**src/rtl/bcd_window_if.sv**
```systemverilog
// Bus between the multiplier datapath / buttons and the BCD window converter.
// The master side drives the request and scroll pulses; the slave is the converter.
interface bcd_window_if #(
  parameter int WIDTH = 16
);
  logic [WIDTH-1:0] product;
  logic             start;
  logic             scroll_left;
  logic             scroll_right;
  logic             sign;
  logic [3:0]       BCD0;
  logic [3:0]       BCD1;
  logic [3:0]       BCD2;
  logic [1:0]       window;
  logic             busy;
  logic             done;

  modport master (
    output product,
    output start,
    output scroll_left,
    output scroll_right,
    input  sign,
    input  BCD0,
    input  BCD1,
    input  BCD2,
    input  window,
    input  busy,
    input  done
  );

  modport slave (
    input  product,
    input  start,
    input  scroll_left,
    input  scroll_right,
    output sign,
    output BCD0,
    output BCD1,
    output BCD2,
    output window,
    output busy,
    output done
  );
endinterface

```
**src/rtl/bcd_window_converter.sv**
```systemverilog
// Signed binary to BCD via iterative double-dabble, presenting a
// scrollable window of digits plus sign to the seven-segment driver.
module bcd_window_converter #(
  parameter int WIDTH  = 16,
  parameter int DIGITS = 5,
  parameter int WIN    = 3
) (
  input logic         clk,
  input logic         rst,
  bcd_window_if.slave bus
);

  localparam int SW = 4 * DIGITS;
  localparam int CW = $clog2(WIDTH + 1);
  localparam logic [1:0] WMAX = 2'(DIGITS - WIN);

  typedef enum logic [1:0] {
    IDLE,
    CONVERT,
    FINISH
  } state_t;

  state_t state_q, state_d;

  logic          load;
  logic          step;
  logic          fin;
  logic [CW-1:0] cnt_q;
  logic [WIDTH-1:0] mag_q;
  logic [WIDTH-1:0] mag_d;
  logic [WIDTH-1:0] prod;
  logic [SW-1:0] scr_q;
  logic [SW-1:0] scr_adj;
  logic [SW+WIDTH-1:0] shifted;
  logic          neg_q;
  logic          nz_q;
  logic [SW-1:0] dig_q;
  logic          sign_q;
  logic [1:0]    win_q;
  logic          done_q;
  logic [4:0]    base0;
  logic [4:0]    base1;
  logic [4:0]    base2;

  assign prod  = bus.product;
  assign mag_d = prod[WIDTH-1] ? (~prod + WIDTH'(1)) : prod;

  // Correct every nibble that would overflow past 9 on the next shift.
  always_comb begin
    scr_adj = scr_q;
    for (int i = 0; i < DIGITS; i++) begin
      if (scr_q[4*i +: 4] >= 4'd5)
        scr_adj[4*i +: 4] = scr_q[4*i +: 4] + 4'd3;
    end
  end

  assign shifted = {scr_adj, mag_q} << 1;

  always_comb begin
    state_d = state_q;
    load    = 1'b0;
    step    = 1'b0;
    fin     = 1'b0;
    case (state_q)
      IDLE: begin
        if (bus.start) begin
          load    = 1'b1;
          state_d = CONVERT;
        end
      end
      CONVERT: begin
        step = 1'b1;
        if (cnt_q == CW'(WIDTH - 1))
          state_d = FINISH;
      end
      FINISH: begin
        fin     = 1'b1;
        state_d = IDLE;
      end
      default: state_d = IDLE;
    endcase
  end

  always_ff @(posedge clk or posedge rst) begin
    if (rst)
      state_q <= IDLE;
    else
      state_q <= state_d;
  end

  always_ff @(posedge clk or posedge rst) begin
    if (rst) begin
      cnt_q <= '0;
      mag_q <= '0;
      scr_q <= '0;
      neg_q <= 1'b0;
      nz_q  <= 1'b0;
    end else if (load) begin
      cnt_q <= '0;
      mag_q <= mag_d;
      scr_q <= '0;
      neg_q <= prod[WIDTH-1];
      nz_q  <= |prod;
    end else if (step) begin
      cnt_q <= cnt_q + CW'(1);
      {scr_q, mag_q} <= shifted;
    end
  end

  // Display registers only change on FINISH, so partial results never show.
  always_ff @(posedge clk or posedge rst) begin
    if (rst) begin
      dig_q  <= '0;
      sign_q <= 1'b0;
      done_q <= 1'b0;
    end else begin
      done_q <= fin;
      if (fin) begin
        dig_q  <= scr_q;
        sign_q <= neg_q & nz_q;
      end
    end
  end

  // A completed conversion recentres the window, overriding any scroll.
  always_ff @(posedge clk or posedge rst) begin
    if (rst) begin
      win_q <= '0;
    end else if (fin) begin
      win_q <= '0;
    end else if (bus.scroll_left && !bus.scroll_right) begin
      if (win_q < WMAX)
        win_q <= win_q + 2'd1;
    end else if (bus.scroll_right && !bus.scroll_left) begin
      if (win_q != 2'd0)
        win_q <= win_q - 2'd1;
    end
  end

  assign base0 = {1'b0, win_q, 2'b00};
  assign base1 = base0 + 5'd4;
  assign base2 = base0 + 5'd8;

  assign bus.BCD0   = dig_q[base0 +: 4];
  assign bus.BCD1   = dig_q[base1 +: 4];
  assign bus.BCD2   = dig_q[base2 +: 4];
  assign bus.sign   = sign_q;
  assign bus.window = win_q;
  assign bus.busy   = (state_q != IDLE);
  assign bus.done   = done_q;

endmodule

```
**src/flat_wrapper.sv**
```systemverilog
// flat-port wrapper written by rule: the top's interface ports become plain ports
module bcd_window_converter_flat 
#(
  parameter int WIDTH  = 16,
  parameter int DIGITS = 5,
  parameter int WIN    = 3
)
  (clk, rst, bus_product, bus_start, bus_scroll_left, bus_scroll_right, bus_sign, bus_BCD0, bus_BCD1, bus_BCD2, bus_window, bus_busy, bus_done);
  bcd_window_if #(.WIDTH(WIDTH)) bus_i ();
  input logic clk;
  input logic rst;
  input wire logic [$bits(bus_i.product)-1:0] bus_product;
  input wire logic [$bits(bus_i.start)-1:0] bus_start;
  input wire logic [$bits(bus_i.scroll_left)-1:0] bus_scroll_left;
  input wire logic [$bits(bus_i.scroll_right)-1:0] bus_scroll_right;
  output wire logic [$bits(bus_i.sign)-1:0] bus_sign;
  output wire logic [$bits(bus_i.BCD0)-1:0] bus_BCD0;
  output wire logic [$bits(bus_i.BCD1)-1:0] bus_BCD1;
  output wire logic [$bits(bus_i.BCD2)-1:0] bus_BCD2;
  output wire logic [$bits(bus_i.window)-1:0] bus_window;
  output wire logic [$bits(bus_i.busy)-1:0] bus_busy;
  output wire logic [$bits(bus_i.done)-1:0] bus_done;
  assign bus_i.product = bus_product;
  assign bus_i.start = bus_start;
  assign bus_i.scroll_left = bus_scroll_left;
  assign bus_i.scroll_right = bus_scroll_right;
  assign bus_sign = bus_i.sign;
  assign bus_BCD0 = bus_i.BCD0;
  assign bus_BCD1 = bus_i.BCD1;
  assign bus_BCD2 = bus_i.BCD2;
  assign bus_window = bus_i.window;
  assign bus_busy = bus_i.busy;
  assign bus_done = bus_i.done;
  bcd_window_converter #(.WIDTH(WIDTH), .DIGITS(DIGITS), .WIN(WIN)) u_core (.clk(clk), .rst(rst), .bus(bus_i));
endmodule
```
**config.mk**
```make
export PLATFORM = sky130hd
export DESIGN_NAME = bcd_window_converter_flat
export DESIGN_NICKNAME = d
export VERILOG_FILES = /design/src/rtl/bcd_window_if.sv /design/src/rtl/bcd_window_converter.sv /design/src/flat_wrapper.sv
export SDC_FILE = /design/constraint.sdc
export NUM_CORES = 1
export LEC_CHECK = 0
export BUFFER_PORTS_ARGS = -buffer_cell sky130_fd_sc_hd__buf_2
export CELL_PAD_IN_SITES_DETAIL_PLACEMENT = 1
export CELL_PAD_IN_SITES_GLOBAL_PLACEMENT = 1
export CORE_ASPECT_RATIO = 1.25
export CORE_UTILIZATION = 50
export DETAILED_ROUTE_END_ITERATION = 10
export GPL_ROUTABILITY_DRIVEN = 0
export PLACE_DENSITY = 0.94
export SYNTH_ARGS = -nofsm -noshare
export SYNTH_HDL_FRONTEND = slang
export SYNTH_SLANG_ARGS = --single-unit
```
**constraint.sdc**
```tcl
create_clock -name clk -period 6.73 [get_ports clk]
set_input_delay 1.346 -clock clk [delete_from_list [all_inputs] [get_ports clk]]
set_output_delay 1.346 -clock clk [all_outputs]
set_load 0.02 [all_outputs]
```
Yosys cells after proc, flatten, opt, wreduce, memory -nomap -nowiden
Index checks and enable logic that the tools add are counted.
{ "classes": {"muxes": 24, "shifts": 3, "n_eq_ne": 6, "addsub": 11, "n_reduce_logical": 13, "n_bitwise": 2, "n_lt_le_gt_ge": 6} }
{ "ops": {"columns": ["operator", "count"], "rows": [
  ["16-bit 2-to-1 mux", 3],
  ["20-bit 2-to-1 mux", 2],
  ["20-bit by 6-bit variable part select with 4-bit output", 2],
  ["4-bit by 3-bit greater-or-equal comparator with 1-bit output (second input constant)", 5],
  ["20-bit by 5-bit variable part select with 4-bit output", 1],
  ["16-bit by 1-bit adder with 16-bit output (second input constant)", 1],
  ["4-bit by 2-bit adder with 4-bit output (second input constant)", 4],
  ["4-bit 2-to-1 mux", 4],
  ["16-bit NOT", 1],
  ["16-bit OR reduction", 1],
  ["2-bit 2-to-1 mux", 7],
  ["5-bit 2-to-1 mux", 2],
  ["2-bit nonzero test", 3],
  ["3-bit nonzero test", 2],
  ["4-bit by 3-bit adder with 5-bit output (second input constant)", 1],
  ["4-bit by 4-bit adder with 5-bit output (second input constant)", 1],
  ["5-bit by 1-bit adder with 5-bit output (second input constant)", 1],
  ["5-bit by 4-bit == test with 1-bit output (second input constant)", 1],
  ["1-bit 2-to-1 mux", 4],
  ["2-bit one-hot mux with 2 select lines", 1],
  ["3-bit by 2-bit adder with 3-bit output (second input constant)", 1],
  ["3-bit 2-to-1 mux", 1],
  ["3-bit by 2-bit != test with 1-bit output (second input constant)", 1],
  ["3-bit AND reduction", 1],
  ["12 further kinds", 14]
]} }
{ "word_totals": {"regBits": 69, "output_inout_bits": 17, "input_bits": 21, "wordCells": 75} }

Longest topological paths before layout
Gate-level depths: netlist of run 1.
{ "logic_depth": {"ltp_word": 5, "mapped_depth": 7, "depth_no_buf": 7} }

Least setup slack after synthesis of run 1
OpenSTA, ideal clock, no wires.
{ "synth_timing": {"kind": "reg2out", "start": "register u_core.win_q[0] (netlist: u_core.bus.window[0])", "end": "output port bus_BCD0[2]", "arrival_time_ns": 1.729, "required_time_ns": 5.384, "slack_ns": 3.655, "path_stages_with_launch": 6, "path_buffers": 3, "path_cell_list": "dfrtp_1 -> buf_2 -> buf_1 -> buf_2 -> mux2i_1 -> a21oi_1"} }
{ "synth_between": {"elab_chain_len": 1} }
{ "synth_rtl": {"columns": ["item", "line_no", "text"], "rows": [
  ["start: declaration", "bcd_window_converter.sv:39", "logic [1:0] win_q;"],
  ["start signal: assignment", "bcd_window_converter.sv:133", "win_q <= win_q + 2'd1;"],
  ["start signal: assignment", "bcd_window_converter.sv:136", "win_q <= win_q - 2'd1;"],
  ["20-bit by 5-bit variable part select with 4-bit output", "bcd_window_converter.sv:144", "assign bus.BCD0 = dig_q[base0 +: 4];"],
  ["end: declaration", "flat_wrapper.sv:17", "output wire logic [$bits(bus_i.BCD0)-1:0] bus_BCD0;"]
]} }
No other way between the ends.

Worst setup path after layout of run 1
{ "layout_timing": {"start": "register u_core.win_q[0] (netlist: u_core.bus.window[0])", "end": "output port bus_BCD1[1]"} }
{ "layout_between": {"elab_chain_len": 2} }
{ "layout_rtl": {"columns": ["item", "line_no", "text"], "rows": [
  ["4-bit by 3-bit adder with 5-bit output", "bcd_window_converter.sv:141", "assign base1 = base0 + 5'd4;"],
  ["20-bit by 6-bit variable part select with 4-bit output", "bcd_window_converter.sv:145", "assign bus.BCD1 = dig_q[base1 +: 4];"],
  ["end: declaration", "flat_wrapper.sv:18", "output wire logic [$bits(bus_i.BCD1)-1:0] bus_BCD1;"]
]} }
No other way between the ends.

==> report_table.html, run 1 <==
<table>
<tr><th>Metric</th><th>Value</th></tr>
<tr><th colspan="2">Timing</th></tr>
<tr><td>Final Slew Violations</td><td>0</td></tr>
<tr><td>Setup TNS</td><td>0 ns</td></tr>
<tr><td>Slew Limit Headroom</td><td>0.190</td></tr>
<tr><td>Setup violations, final</td><td>0</td></tr>
<tr><td>Clk_skew</td><td>0.0114 ns</td></tr>
<tr><td>Final Hold Fails</td><td>0</td></tr>
<tr><td>Maximum frequency from static timing analysis</td><td>291 MHz</td></tr>
<tr><td>Part of the cycle the worst path needs</td><td>0.510</td></tr>
<tr><td>Final period demand of the worst path</td><td>3.43 ns</td></tr>
<tr><td>RSZ-0062 raised after global routing</td><td>false</td></tr>
<tr><td>Worst-margin pin slew</td><td>1.21 ns</td></tr>
<tr><th colspan="2">Floorplanning</th></tr>
<tr><td>Die span in x</td><td>79.9 µm</td></tr>
<tr><td>Num rows</td><td>35</td></tr>
<tr><td>Placeable core area</td><td>7360 µm²</td></tr>
<tr><td>Area of the die</td><td>7940 µm²</td></tr>
<tr><td>Initial cell density of the core</td><td>0.515</td></tr>
<tr><td>IO Count</td><td>38</td></tr>
<tr><td>Die span in y</td><td>99.4 µm</td></tr>
<tr><th colspan="2">Clock network</th></tr>
<tr><td>Clock root buffer</td><td>sky130_fd_sc_hd__clkbuf_8</td></tr>
<tr><td>Clock slew seen by the registers of the worst setup and hold paths</td><td>0.08 ns</td></tr>
<tr><td>Number of setup buffers added after CTS</td><td>0</td></tr>
<tr><td>Worst-skew pair later-pin latency</td><td>0.35 ns</td></tr>
<tr><td>Total of cells resized after clock tree synthesis</td><td>0</td></tr>
<tr><td>Clock buffer count from CTS</td><td>9</td></tr>
<tr><td>Maximum clock insertion buffer count</td><td>2</td></tr>
<tr><td>Clock tree from TritonCTS</td><td>done</td></tr>
<tr><td>Clock sink count</td><td>69</td></tr>
<tr><td>Number of H-tree levels</td><td>3</td></tr>
<tr><td>Hold-fix buffers, CTS</td><td>0</td></tr>
<tr><th colspan="2">Pwr</th></tr>
<tr><td>Psw</td><td>831 µW</td></tr>
<tr><td>Sequential Power Share</td><td>0.375</td></tr>
<tr><td>Max rail drop VDD</td><td>0.000222 V</td></tr>
<tr><td>Post-route total power</td><td>1960 µW</td></tr>
<tr><td>Power share of the combinational group</td><td>0.425</td></tr>
<tr><td>Fraction of power spent switching nets</td><td>0.424</td></tr>
<tr><td>Pwr per Cell Area</td><td>459 nW/µm²</td></tr>
<tr><td>Clock group share of total power</td><td>0.200</td></tr>
<tr><td>Internal power</td><td>1130 µW</td></tr>
<tr><td>LEAKAGE</td><td>0.00183 µW</td></tr>
<tr><th colspan="2">Synthesis</th></tr>
<tr><td>Synth area leaders</td><td>sky130_fd_sc_hd__dfrtp_1, sky130_fd_sc_hd__mux2_2, sky130_fd_sc_hd__ha_1, sky130_fd_sc_hd__o21ai_0, sky130_fd_sc_hd__nand3_1</td></tr>
<tr><td>YS warnings</td><td>0</td></tr>
<tr><td>Syn Inst Count</td><td>372</td></tr>
<tr><td>Post-synthesis instance area</td><td>3790 µm²</td></tr>
<tr><td>Post-synthesis net count</td><td>408</td></tr>
<tr><td>Distinct cell type count of the synthesized netlist</td><td>46</td></tr>
<tr><td>Asr flop ratio synth</td><td>1.00</td></tr>
<tr><td>Number of flops mapped to enable cells by yosys</td><td>0</td></tr>
<tr><td>Leading register cell type out of synthesis</td><td>sky130_fd_sc_hd__dfrtp_1</td></tr>
<tr><td>Mean instance size in the synthesized netlist</td><td>10.2 µm²</td></tr>
<tr><td>Top cell type's share of synthesized area</td><td>0.455</td></tr>
<tr><td>Cell type with the highest aggregate area in the netlist</td><td>sky130_fd_sc_hd__dfrtp_1</td></tr>
<tr><td>Sequential cell area fraction in the yosys report</td><td>0.455</td></tr>
<tr><td>Synth Register Bits</td><td>69</td></tr>
<tr><th colspan="2">Finish</th></tr>
<tr><td>Number of fillers in the final layout</td><td>835</td></tr>
<tr><td>Most common library cell in the layout ignoring fill and taps</td><td>sky130_fd_sc_hd__dfrtp_1</td></tr>
<tr><td>Total area of multi-input combinational cells</td><td>1910 µm²</td></tr>
<tr><td>Final net count</td><td>438</td></tr>
<tr><td>Count of inserted antenna diode cells</td><td>0</td></tr>
<tr><td>FF/Latch Area</td><td>1730 µm²</td></tr>
<tr><td>Commonest non-fill, non-tap cells in the layout</td><td>sky130_fd_sc_hd__dfrtp_1, sky130_fd_sc_hd__buf_2, sky130_fd_sc_hd__nand2_1, sky130_fd_sc_hd__o21ai_0, sky130_fd_sc_hd__nand3_1</td></tr>
<tr><td>Area grow syn2layout</td><td>12.7%</td></tr>
<tr><td>Final design instance area without fill</td><td>4270 µm²</td></tr>
<tr><td>Share of layout cells above drive strength 1</td><td>0.231</td></tr>
<tr><td>Final core utilization</td><td>0.581</td></tr>
<tr><th colspan="2">Global route</th></tr>
<tr><td>Global-route usage over all layers</td><td>0.266</td></tr>
<tr><td>Pin count of the biggest net entering global routing</td><td>70</td></tr>
<tr><td>First-pass GRT wire length</td><td>16100 µm</td></tr>
<tr><td>Total congestion overflow after global routing</td><td>0</td></tr>
<tr><td>Via count of the first global-routing pass</td><td>3313</td></tr>
<tr><td>Number of antenna violations at the first check in global routing</td><td>0</td></tr>
<tr><th colspan="2">Critical path</th></tr>
<tr><td>Crit. End Element</td><td>output pin</td></tr>
<tr><td>Critical path, cell by cell</td><td>mux4_2 -&gt; buf_2</td></tr>
<tr><td>Slowest stage cell, crit path</td><td>sky130_fd_sc_hd__dfrtp_1</td></tr>
<tr><td>Max stage delay on crit path</td><td>0.95 ns</td></tr>
<tr><td>Critical path's top delay family</td><td>flip-flops</td></tr>
<tr><td>Critical path fanouts, max</td><td>25</td></tr>
<tr><td>Startpoint kind of the worst setup timing path</td><td>register</td></tr>
<tr><td>Path type of the worst setup path</td><td>register to output pin</td></tr>
<tr><td>Required time at the endpoint of the critical path</td><td>5.38 ns</td></tr>
<tr><td>Worst path bufs/invs</td><td>1</td></tr>
<tr><td>Arrival time reported for the critical path endpoint</td><td>2.09 ns</td></tr>
<tr><th colspan="2">Place</th></tr>
<tr><td>Instance area at placement</td><td>4040 µm²</td></tr>
<tr><td>Port Buffer Count</td><td>37</td></tr>
<tr><td>DP HPWL</td><td>6700 µm</td></tr>
<tr><th colspan="2">Route</th></tr>
<tr><td>DR iter-0 viols</td><td>180</td></tr>
<tr><td>Drt first pass iters</td><td>4</td></tr>
<tr><td>Routed wire length</td><td>9480 µm</td></tr>
<tr><td>Mean routed wirelength per cell</td><td>19.0 µm</td></tr>
<tr><td>Number of antenna-violating nets in the routed design</td><td>0</td></tr>
<tr><td>Via total after detailed routing</td><td>2984</td></tr>
<tr><td>Via/cell ratio</td><td>5.98</td></tr>
<tr><td>Number of remaining DRC errors</td><td>0</td></tr>
<tr><th colspan="2">Job</th></tr>
<tr><td>Max Cap Viol</td><td>0</td></tr>
<tr><th colspan="2">Status</th></tr>
<tr><td>Outcome</td><td>complete, no violations</td></tr>
<tr><th colspan="2">Min path</th></tr>
<tr><td>Worst Hold Class</td><td>register to register</td></tr>
</table>
==> Yosys cell counts, drive strengths merged, types with 5 or more instances <==
master	number
a21oi	17
a22oi	10
a32o	5
buf	6
clkbuf	16
dfrtp	69
ha	15
inv	19
mux2	20
mux2i	10
nand2	24
nand2b	7
nand3	21
nor2	20
nor2b	9
o211ai	5
o21ai	34
o31ai	8
xnor2	7
xor2	8
==> power by group through the flow <==
stage | sequential [µW] | clock, µW | combinational, µW
2_1_floorplan | 660 | 0 | 653
3_3_place_gp | 721 | 0 | 763
3_5_place_dp | 740 | 0 | 836
4_1_cts | 735 | 398 | 845
5_1_grt | 758 | 419 | 927
6_report | 736 | 392 | 833
==> sequential cells by signal, indices dropped and copies added, names as in the netlist <==
register           count
u_core.dig_q          20
u_core.scr_q          20
u_core.mag_q          16
u_core.cnt_q           5
u_core.bus.window      2
u_core.state_q         2
u_core.bus.done        1
u_core.bus.sign        1
u_core.neg_q           1
u_core.nz_q            1
==> cell type report <==
| cell class | instances | area share |
|---|---|---|
| inverter | 19 | 0.0167 |
| tap | 92 | 0.0269 |
| clock buffer | 11 | 0.0354 |
| clock inverter | 5 | 0.0193 |
| sequential | 69 | 0.404 |
| multi-input combinational | 262 | 0.447 |
| timing repair buffer | 41 | 0.0504 |
==> per-layer routing <==
layer | vias to the layer above | GRT usage | wire length (µm)
met5 | - | 0 | 0
met4 | 0 | 0.0865 | 166
met3 | 14 | 0.0477 | 304
met2 | 80 | 0.496 | 5180
met1 | 1487 | 0.300 | 3830
li1 | 1403 | - | -
==> cell families (layout without fill, tap and decap cells) <==
group,after synthesis,count (layout),synth area share
xor+xnor,15,15,0.0346
flops,69,69,0.455
fa+ha+maj,15,15,0.0495
buf+inv,41,76,0.0419
compound gates,97,97,0.166
mux,34,34,0.110
simple gates,101,101,0.143
==> stage by stage <==
stage / hold slack (ns) / setup slack (ns) / std cells
floorplan: 0.448 / 3.64 / 372
global placement: 0.459 / 3.64 / 483
detailed placement: 0.491 / 3.50 / 483
CTS: 0.511 / 3.28 / 499
global route: 0.535 / 3.17 / 499
finish: 0.507 / 3.30 / 499
==> path summary, 6_finish.rpt <==
path                            depth (start not counted)                      endpoint                              from  slack [ns]
min in group asynchronous                               3   u_core.cnt_q[3]$_DFFE_PP0P_                               rst        1.24
worst max register to register                          5  u_core.mag_q[14]$_DFFE_PP0P_     u_core.state_q[0]$_DFFE_PP0P_        4.55
max in group asynchronous                               3   u_core.scr_q[7]$_DFFE_PP0P_                               rst        4.90
worst min-delay path                                    1   u_core.dig_q[1]$_DFFE_PP0P_       u_core.dig_q[1]$_DFFE_PP0P_        0.51
worst min register to register                          1   u_core.dig_q[1]$_DFFE_PP0P_       u_core.dig_q[1]$_DFFE_PP0P_        0.51
worst max-delay path                                    2                   bus_BCD1[1]  u_core.bus.window[0]$_DFFE_PP0P_        3.30
(Power assumes the default switching activity.)
==> run 2: changes to the inputs <==
--- a/config.mk
+++ b/config.mk
@@ -9,10 +9,10 @@
 export CELL_PAD_IN_SITES_DETAIL_PLACEMENT = 1
 export CELL_PAD_IN_SITES_GLOBAL_PLACEMENT = 1
 export CORE_ASPECT_RATIO = 1.25
-export CORE_UTILIZATION = 50
+export CORE_UTILIZATION = 46
 export DETAILED_ROUTE_END_ITERATION = 10
 export GPL_ROUTABILITY_DRIVEN = 0
-export PLACE_DENSITY = 0.94
+export PLACE_DENSITY = 0.88
 export SYNTH_ARGS = -nofsm -noshare
 export SYNTH_HDL_FRONTEND = slang
 export SYNTH_SLANG_ARGS = --single-unit
==> constraint.sdc (replaced) <==
create_clock -name clk -period 3.4 [get_ports clk]
set_input_delay 0.68 -clock clk [delete_from_list [all_inputs] [get_ports clk]]
set_output_delay 0.68 -clock clk [all_outputs]
set_load 0.02 [all_outputs]
==> run 2 against run 1 <==
Sequential power increased by 96%. Combinational power increased by 94%. Via count increased by 1.1%. First-iteration DRC count fell by 6.7%. Worst hold slack worse by 0.016 ns. Sequential share of layout area is 0.66 points higher. Clock skew fell by 0.0018 ns. Sequential cell count stayed put. Register-to-register slack worse by 3.2 ns. Critical path depth unchanged. Power is 84% higher. Largest power group unchanged. Highest routed layer unchanged.
==> report_table.html, run 2 (synthesis gave the netlist of run 1 again) <==
<table>
<tr><th>Metric</th><th>Value</th></tr>
<tr><th colspan="2">Critical path</th></tr>
<tr><td>Critical path, cell by cell</td><td>mux4_2 -&gt; buf_2 (unchanged)</td></tr>
<tr><td>Arrival time reported for the critical path endpoint</td><td>2.04 ns (was 2.09 ns)</td></tr>
<tr><td>Max stage delay on crit path</td><td>0.93 ns (was 0.95 ns)</td></tr>
<tr><td>Path type of the worst setup path</td><td>register to output pin (unchanged)</td></tr>
<tr><td>Worst path bufs/invs</td><td>1 (unchanged)</td></tr>
<tr><td>Required time at the endpoint of the critical path</td><td>2.72 ns (was 5.38 ns)</td></tr>
<tr><td>Reg2reg start</td><td>u_core.state_q[1]$_DFFE_PP0P_ (was u_core.state_q[0]$_DFFE_PP0P_)</td></tr>
<tr><td>Critical path's top delay family</td><td>flip-flops (unchanged)</td></tr>
<tr><td>Number of cells traversed by the worst register-to-register path</td><td>6 (was 5)</td></tr>
<tr><td>Slowest stage cell, crit path</td><td>sky130_fd_sc_hd__dfrtp_1 (unchanged)</td></tr>
<tr><td>Crit. End Element</td><td>output pin (unchanged)</td></tr>
<tr><td>Stages on the worst setup path</td><td>2 (unchanged)</td></tr>
<tr><td>Flop2flop setup slack</td><td>1.35 ns (was 4.55 ns)</td></tr>
<tr><td>Startpoint kind of the worst setup timing path</td><td>register (unchanged)</td></tr>
<tr><td>Critical path fanouts, max</td><td>25 (unchanged)</td></tr>
<tr><td>Terminus of the critical flop-to-flop path</td><td>u_core.scr_q[11]$_DFFE_PP0P_ (was u_core.mag_q[14]$_DFFE_PP0P_)</td></tr>
<tr><th colspan="2">Min path</th></tr>
<tr><td>Number of cells traversed by the worst hold path</td><td>2 (was 1)</td></tr>
<tr><td>Min-Delay Endpoint</td><td>u_core.scr_q[0]$_DFFE_PP0P_ (was u_core.dig_q[1]$_DFFE_PP0P_)</td></tr>
<tr><td>Worst Hold Class</td><td>register to register (unchanged)</td></tr>
<tr><td>Startpoint of the most critical hold path</td><td>u_core.mag_q[15]$_DFFE_PP0P_ (was u_core.dig_q[1]$_DFFE_PP0P_)</td></tr>
<tr><th colspan="2">Route</th></tr>
<tr><td>Drt first pass iters</td><td>4 (unchanged)</td></tr>
<tr><td>Number of remaining DRC errors</td><td>0 (unchanged)</td></tr>
<tr><td>DR iter-0 viols</td><td>168 (was 180)</td></tr>
<tr><td>Number of antenna-violating nets in the routed design</td><td>0 (unchanged)</td></tr>
<tr><td>Via total after detailed routing</td><td>3016 (was 2984)</td></tr>
<tr><td>Via/cell ratio</td><td>6.01 (was 5.98)</td></tr>
<tr><td>Mean routed wirelength per cell</td><td>17.4 µm (was 19.0 µm)</td></tr>
<tr><td>Routed wire length</td><td>8720 µm (was 9480 µm)</td></tr>
<tr><th colspan="2">Timing</th></tr>
<tr><td>Final Hold Fails</td><td>0 (unchanged)</td></tr>
<tr><td>Maximum frequency from static timing analysis</td><td>368 MHz</td></tr>
<tr><td>Setup violations, final</td><td>0 (unchanged)</td></tr>
<tr><td>Worst-margin pin slew</td><td>1.12 ns (was 1.21 ns)</td></tr>
<tr><td>RSZ-0062 raised after global routing</td><td>false (unchanged)</td></tr>
<tr><td>Clk_skew</td><td>0.00956 ns (was 0.0114 ns)</td></tr>
<tr><td>Part of the cycle the worst path needs</td><td>0.800</td></tr>
<tr><td>Hold slack</td><td>0.491 ns (was 0.507 ns)</td></tr>
<tr><td>Slew Limit Headroom</td><td>0.248 (was 0.190)</td></tr>
<tr><td>Final period demand of the worst path</td><td>2.72 ns</td></tr>
<tr><td>Final Slew Violations</td><td>0 (unchanged)</td></tr>
<tr><td>Setup TNS</td><td>0 ns (unchanged)</td></tr>
<tr><th colspan="2">Clock network</th></tr>
<tr><td>Worst-skew pair later-pin latency</td><td>0.34 ns (was 0.35 ns)</td></tr>
<tr><td>Total of cells resized after clock tree synthesis</td><td>0 (unchanged)</td></tr>
<tr><td>Hold-fix buffers, CTS</td><td>0 (unchanged)</td></tr>
<tr><td>Number of setup buffers added after CTS</td><td>0 (unchanged)</td></tr>
<tr><td>Clock buffer count from CTS</td><td>9 (unchanged)</td></tr>
<tr><td>Clock tree from TritonCTS</td><td>done (unchanged)</td></tr>
<tr><td>Clock slew seen by the registers of the worst setup and hold paths</td><td>0.07 ns (was 0.08 ns)</td></tr>
<tr><td>Number of H-tree levels</td><td>3 (unchanged)</td></tr>
<tr><td>Clock root buffer</td><td>sky130_fd_sc_hd__clkbuf_8 (unchanged)</td></tr>
<tr><td>Maximum clock insertion buffer count</td><td>2 (unchanged)</td></tr>
<tr><td>Clock sink count</td><td>69 (unchanged)</td></tr>
<tr><th colspan="2">Finish</th></tr>
<tr><td>Biggest regs</td><td>u_core.dig_q (20), u_core.scr_q (20), u_core.mag_q (16) (unchanged)</td></tr>
<tr><td>Count of inserted antenna diode cells</td><td>0 (unchanged)</td></tr>
<tr><td>Share of layout cells above drive strength 1</td><td>0.226 (was 0.231)</td></tr>
<tr><td>Area grow syn2layout</td><td>10.9% (was 12.7%)</td></tr>
<tr><td>Most common library cell in the layout ignoring fill and taps</td><td>sky130_fd_sc_hd__dfrtp_1 (unchanged)</td></tr>
<tr><td>Number of fillers in the final layout</td><td>885 (was 835)</td></tr>
<tr><td>Commonest non-fill, non-tap cells in the layout</td><td>sky130_fd_sc_hd__dfrtp_1, sky130_fd_sc_hd__buf_2, sky130_fd_sc_hd__nand2_1, sky130_fd_sc_hd__o21ai_0, sky130_fd_sc_hd__nand3_1 (unchanged)</td></tr>
<tr><td>Final net count</td><td>440 (was 438)</td></tr>
<tr><td>Final core utilization</td><td>0.533 (was 0.581)</td></tr>
<tr><th colspan="2">Floorplanning</th></tr>
<tr><td>IO Count</td><td>38 (unchanged)</td></tr>
<tr><td>Placeable core area</td><td>7880 µm² (was 7360 µm²)</td></tr>
<tr><td>Die span in x</td><td>83.2 µm (was 79.9 µm)</td></tr>
<tr><td>Die span in y</td><td>104 µm (was 99.4 µm)</td></tr>
<tr><td>Area of the die</td><td>8610 µm² (was 7940 µm²)</td></tr>
<tr><td>Initial cell density of the core</td><td>0.481 (was 0.515)</td></tr>
<tr><td>Num rows</td><td>36 (was 35)</td></tr>
<tr><th colspan="2">Pwr</th></tr>
<tr><td>Clock group share of total power</td><td>0.150 (was 0.200)</td></tr>
<tr><td>LEAKAGE</td><td>0.00181 µW (was 0.00183 µW)</td></tr>
<tr><td>Internal power</td><td>2050 µW (was 1130 µW)</td></tr>
<tr><td>Fraction of power spent switching nets</td><td>0.433 (was 0.424)</td></tr>
<tr><td>Power share of the combinational group</td><td>0.450 (was 0.425)</td></tr>
<tr><td>Post-route total power</td><td>3610 µW (was 1960 µW)</td></tr>
<tr><td>Sequential Power Share</td><td>0.400 (was 0.375)</td></tr>
<tr><td>Psw</td><td>1560 µW (was 831 µW)</td></tr>
<tr><td>Max rail drop VDD</td><td>0.000509 V (was 0.000222 V)</td></tr>
<tr><td>Pwr per Cell Area</td><td>858 nW/µm² (was 459 nW/µm²)</td></tr>
<tr><th colspan="2">Place</th></tr>
<tr><td>DP HPWL</td><td>6280 µm (was 6700 µm)</td></tr>
<tr><td>Port Buffer Count</td><td>37 (unchanged)</td></tr>
<tr><th colspan="2">Global route</th></tr>
<tr><td>Via count of the first global-routing pass</td><td>3103 (was 3313)</td></tr>
<tr><td>Total congestion overflow after global routing</td><td>0 (unchanged)</td></tr>
<tr><td>Global-route usage over all layers</td><td>0.213 (was 0.266)</td></tr>
<tr><td>Number of antenna violations at the first check in global routing</td><td>0 (unchanged)</td></tr>
<tr><td>Pin count of the biggest net entering global routing</td><td>70 (unchanged)</td></tr>
<tr><td>First-pass GRT wire length</td><td>14800 µm (was 16100 µm)</td></tr>
<tr><th colspan="2">Status</th></tr>
<tr><td>Outcome</td><td>complete, no violations (unchanged)</td></tr>
<tr><th colspan="2">Job</th></tr>
<tr><td>Max Cap Viol</td><td>0 (unchanged)</td></tr>
</table>
-- run 2: changes by cell type in the layout (fill, tap and decap cells not counted), sizes merged --
cell / change
clkinvlp: -3
bufinv: -2
clkinv: +3
buf: +2
-- run 2: stage by stage --
step	instance area (µm²)	cells	setup slack [ns]
after detailed placement	4060	488	0.897
after CTS	4210	502	0.647
after global routing	4210	502	0.518
final	4210	502	0.680
after global placement	4060	488	0.977
after floorplan	3790	372	0.980
-- run 2: power by group through the flow --
stage | Clock, µW | Combinational, µW | Sequential, µW
CTS | 554 | 1650 | 1440
finish | 541 | 1620 | 1440
detailed placement | 0 | 1630 | 1460
global route | 588 | 1810 | 1500
global placement | 0 | 1520 | 1430
floorplan | 0 | 1290 | 1310
-- run 2: how the worst max path moves through the flow --
stage                     slack (ns)                             start                            to
after floorplan                 0.98                               rst     u_core.bus.done$_DFF_PP0_
after global placement          0.98                    bus_product[0]  u_core.mag_q[14]$_DFFE_PP0P_
after detailed placement        0.90                    bus_product[0]  u_core.mag_q[14]$_DFFE_PP0P_
after CTS                       0.65  u_core.bus.window[0]$_DFFE_PP0P_                   bus_BCD1[3]
after global routing            0.52  u_core.bus.window[0]$_DFFE_PP0P_                   bus_BCD1[3]
final                           0.68  u_core.bus.window[0]$_DFFE_PP0P_                   bus_BCD1[3]
-- run 2: worst reg2reg max path: stages, from the launching register on --
cell                      delay (ns)
sky130_fd_sc_hd__dfrtp_1        0.41
sky130_fd_sc_hd__nor2_1         0.23
sky130_fd_sc_hd__nand2_1        0.35
sky130_fd_sc_hd__buf_4          0.35
sky130_fd_sc_hd__nand2_1        0.24
sky130_fd_sc_hd__o31ai_1        0.14
sky130_fd_sc_hd__a32o_1         0.24
-- run 2: layer usage --
layer  share of wire  global-route usage
met4           0.013              0.0739
met5               0                   0
met1            0.43               0.266
met3           0.030              0.0359
met2            0.53               0.371
-- run 2: cell type report --
| class | count | area (µm²) | area share |
|---|---|---|---|
| Clock buffer | 11 | 131 | 0.0312 |
| Clock inverter | 3 | 15.0 | 0.00357 |
| Inverter | 19 | 71.3 | 0.0170 |
| Multi-Input combinational cell | 262 | 1910 | 0.455 |
| Sequential cell | 69 | 1730 | 0.411 |
| Tap cell | 95 | 119 | 0.0283 |
| Timing Repair Buffer | 43 | 230 | 0.0547 |
==> run 3: changes to the inputs <==
==> constraint.sdc (replaced) <==
create_clock -name clk -period 2.75 [get_ports clk]
set_input_delay 0.55 -clock clk [delete_from_list [all_inputs] [get_ports clk]]
set_output_delay 0.55 -clock clk [all_outputs]
set_load 0.02 [all_outputs]
==> run 3 against run 2 <==
Clock power rose by 23%. Register-to-register slack got worse by 0.50 ns. Sequential power rose by 23%. Sequential share of layout area shrank 0.41 points. Sequential cell count is the same. Via count is 0.30% higher. Final cell count increased by 0.80%. Clock skew down 0.0013 ns. Non-clock buffer count rose by 4. Combinational power increased by 26%. Critical path depth increased by 2. Critical endpoint is now bus_BCD0[0]. Largest power group unchanged.
==> report_table.html, run 3 (synthesis gave the netlist of run 1 again) <==
<table>
<tr><th>Metric</th><th>Value</th></tr>
<tr><th colspan="2">Status</th></tr>
<tr><td>Outcome</td><td>complete, no violations (unchanged)</td></tr>
<tr><th colspan="2">Timing</th></tr>
<tr><td>Final period demand of the worst path</td><td>2.57 ns</td></tr>
<tr><td>Worst-margin pin slew</td><td>0.717 ns (was 1.12 ns)</td></tr>
<tr><td>Crit path setup slack, layout</td><td>0.184 ns (was 0.680 ns)</td></tr>
<tr><td>Setup violations, final</td><td>0 (unchanged)</td></tr>
<tr><td>Slew Limit Headroom</td><td>0.522 (was 0.248)</td></tr>
<tr><td>Clk_skew</td><td>0.00822 ns (was 0.00956 ns)</td></tr>
<tr><td>Maximum frequency from static timing analysis</td><td>390 MHz</td></tr>
<tr><td>Final Hold Fails</td><td>0 (unchanged)</td></tr>
<tr><td>Setup TNS</td><td>0 ns (unchanged)</td></tr>
<tr><td>Final Slew Violations</td><td>0 (unchanged)</td></tr>
<tr><td>RSZ-0062 raised after global routing</td><td>false (unchanged)</td></tr>
<tr><td>Part of the cycle the worst path needs</td><td>0.933</td></tr>
<tr><th colspan="2">Finish</th></tr>
<tr><td>Biggest regs</td><td>u_core.dig_q (20), u_core.scr_q (20), u_core.mag_q (16) (unchanged)</td></tr>
<tr><td>Share of layout cells above drive strength 1</td><td>0.234 (was 0.226)</td></tr>
<tr><td>Count of inserted antenna diode cells</td><td>0 (unchanged)</td></tr>
<tr><td>Most common library cell in the layout ignoring fill and taps</td><td>sky130_fd_sc_hd__dfrtp_1 (unchanged)</td></tr>
<tr><td>Commonest non-fill, non-tap cells in the layout</td><td>sky130_fd_sc_hd__dfrtp_1, sky130_fd_sc_hd__buf_2, sky130_fd_sc_hd__nand2_1, sky130_fd_sc_hd__o21ai_0, sky130_fd_sc_hd__nand3_1 (unchanged)</td></tr>
<tr><td>Final cell count without fillers</td><td>506 (was 502)</td></tr>
<tr><td>Area grow syn2layout</td><td>12.0% (was 10.9%)</td></tr>
<tr><td>Final net count</td><td>444 (was 440)</td></tr>
<tr><th colspan="2">Global route</th></tr>
<tr><td>Via count of the first global-routing pass</td><td>3187 (was 3103)</td></tr>
<tr><td>First-pass GRT wire length</td><td>15400 µm (was 14800 µm)</td></tr>
<tr><td>Number of antenna violations at the first check in global routing</td><td>0 (unchanged)</td></tr>
<tr><td>Pin count of the biggest net entering global routing</td><td>44 (was 70)</td></tr>
<tr><td>Global-route usage over all layers</td><td>0.221 (was 0.213)</td></tr>
<tr><td>Total congestion overflow after global routing</td><td>0 (unchanged)</td></tr>
<tr><th colspan="2">Min path</th></tr>
<tr><td>Worst Hold Class</td><td>input pin to asynchronous set/reset pin (was register to register)</td></tr>
<tr><th colspan="2">Job</th></tr>
<tr><td>Max Cap Viol</td><td>0 (unchanged)</td></tr>
<tr><th colspan="2">Clock network</th></tr>
<tr><td>Hold-fix buffers, CTS</td><td>0 (unchanged)</td></tr>
<tr><td>Number of H-tree levels</td><td>3 (unchanged)</td></tr>
<tr><td>Number of setup buffers added after CTS</td><td>0 (unchanged)</td></tr>
<tr><td>Maximum clock insertion buffer count</td><td>2 (unchanged)</td></tr>
<tr><td>Clock sink count</td><td>69 (unchanged)</td></tr>
<tr><td>Total of cells resized after clock tree synthesis</td><td>0 (unchanged)</td></tr>
<tr><td>Clock slew seen by the registers of the worst setup and hold paths</td><td>0.07 ns (about the same)</td></tr>
<tr><td>Clock buffer count from CTS</td><td>9 (unchanged)</td></tr>
<tr><td>Worst-skew pair later-pin latency</td><td>0.35 ns (was 0.34 ns)</td></tr>
<tr><td>Clock root buffer</td><td>sky130_fd_sc_hd__clkbuf_8 (unchanged)</td></tr>
<tr><td>Clock tree from TritonCTS</td><td>done (unchanged)</td></tr>
<tr><th colspan="2">Place</th></tr>
<tr><td>Worst slack after detailed placement</td><td>0.389 ns (was 0.897 ns)</td></tr>
<tr><td>Port Buffer Count</td><td>37 (unchanged)</td></tr>
<tr><td>DP Cell Count</td><td>492 (was 488)</td></tr>
<tr><td>DP HPWL</td><td>6510 µm (was 6280 µm)</td></tr>
<tr><th colspan="2">Critical path</th></tr>
<tr><td>Startpoint kind of the worst setup timing path</td><td>register (unchanged)</td></tr>
<tr><td>Required time at the endpoint of the critical path</td><td>2.20 ns (was 2.72 ns)</td></tr>
<tr><td>Critical path fanouts, max</td><td>18 (was 25)</td></tr>
<tr><td>Path type of the worst setup path</td><td>register to output pin (unchanged)</td></tr>
<tr><td>Crit. End Element</td><td>output pin (unchanged)</td></tr>
<tr><td>Arrival time reported for the critical path endpoint</td><td>2.02 ns (was 2.04 ns)</td></tr>
<tr><th colspan="2">Route</th></tr>
<tr><td>DR iter-0 viols</td><td>107 (was 168)</td></tr>
<tr><td>Number of antenna-violating nets in the routed design</td><td>0 (unchanged)</td></tr>
<tr><td>Post-route met1 wirelength</td><td>3770 µm (was 3760 µm)</td></tr>
<tr><td>Highest metal layer with signal wires</td><td>met4 (unchanged)</td></tr>
<tr><td>Met2 wire length</td><td>4550 µm (was 4580 µm)</td></tr>
<tr><td>Mean routed wirelength per cell</td><td>17.5 µm (was 17.4 µm)</td></tr>
<tr><td>Via/cell ratio</td><td>5.98 (was 6.01)</td></tr>
<tr><td>Via total after detailed routing</td><td>3025 (was 3016)</td></tr>
<tr><td>Wire length on met3</td><td>285 µm (was 262 µm)</td></tr>
<tr><td>Routed wire length</td><td>8840 µm (was 8720 µm)</td></tr>
<tr><td>Number of remaining DRC errors</td><td>0 (unchanged)</td></tr>
<tr><td>Drt first pass iters</td><td>4 (unchanged)</td></tr>
<tr><th colspan="2">Floorplanning</th></tr>
<tr><td>IO Count</td><td>38 (unchanged)</td></tr>
<tr><td>Die span in x</td><td>83.2 µm (unchanged)</td></tr>
<tr><td>Die span in y</td><td>104 µm (unchanged)</td></tr>
<tr><td>Num rows</td><td>36 (unchanged)</td></tr>
<tr><td>Initial cell density of the core</td><td>0.481 (unchanged)</td></tr>
<tr><td>Area of the die</td><td>8610 µm² (unchanged)</td></tr>
<tr><td>Placeable core area</td><td>7880 µm² (unchanged)</td></tr>
<tr><th colspan="2">Pwr</th></tr>
<tr><td>LEAKAGE</td><td>0.00183 µW (was 0.00181 µW)</td></tr>
<tr><td>Post-route total power</td><td>4480 µW (was 3610 µW)</td></tr>
<tr><td>Max rail drop VDD</td><td>0.000685 V (was 0.000509 V)</td></tr>
<tr><td>Pwr per Cell Area</td><td>1050 nW/µm² (was 858 nW/µm²)</td></tr>
</table>
-- run 3: where the power goes --
group	switching (µW)	total, µW	internal [µW]
clock network	354	667	313
logic	1160	2040	875
registers	404	1770	1370
-- run 3: metrics by stage --
step	hold WS (ns)	utilization	cell area, µm²
2_1_floorplan	0.448	-	3790
3_3_place_gp	0.464	0.520	4100
3_5_place_dp	0.488	0.520	4100
4_1_cts	0.269	0.539	4250
5_1_grt	0.302	0.539	4250
6_report	0.268	0.539	4250
-- run 3: worst paths after layout --
path / startpoint / to / slack (ns) / cells after the start
max: u_core.bus.window[0]$_DFFE_PP0P_ / bus_BCD0[0] / 0.18 / 4
max in group asynchronous: rst / u_core.dig_q[3]$_DFFE_PP0P_ / 1.84 / 3
max reg2reg: u_core.state_q[1]$_DFFE_PP0P_ / u_core.mag_q[14]$_DFFE_PP0P_ / 0.85 / 5
min: rst / u_core.scr_q[14]$_DFFE_PP0P_ / 0.27 / 2
min in group clk: bus_product[10] / u_core.mag_q[10]$_DFFE_PP0P_ / 0.48 / 3
min reg2reg: u_core.mag_q[15]$_DFFE_PP0P_ / u_core.scr_q[0]$_DFFE_PP0P_ / 0.49 / 2
-- run 3: routing by layer --
metal / up-vias / track usage
li1: 1421 / -
met1: 1512 / 0.275
met2: 71 / 0.372
met3: 21 / 0.0446
met4: 0 / 0.0948
met5: - / 0
-- run 3: layout make-up --
type,instances,area [µm²]
fill,896,3630
multi-input combinational,262,1910
sequential,69,1730
timing repair buffer,47,273
clock buffer,11,131
tap,95,119
inverter,19,71.3
clock inverter,3,15.0
-- run 3: critical path, stage by stage (launching register included) --
cell	delay, ns
sky130_fd_sc_hd__dfrtp_1	0.77
sky130_fd_sc_hd__buf_4	0.29
sky130_fd_sc_hd__mux2i_1	0.29
sky130_fd_sc_hd__a21oi_1	0.11
sky130_fd_sc_hd__buf_2	0.20
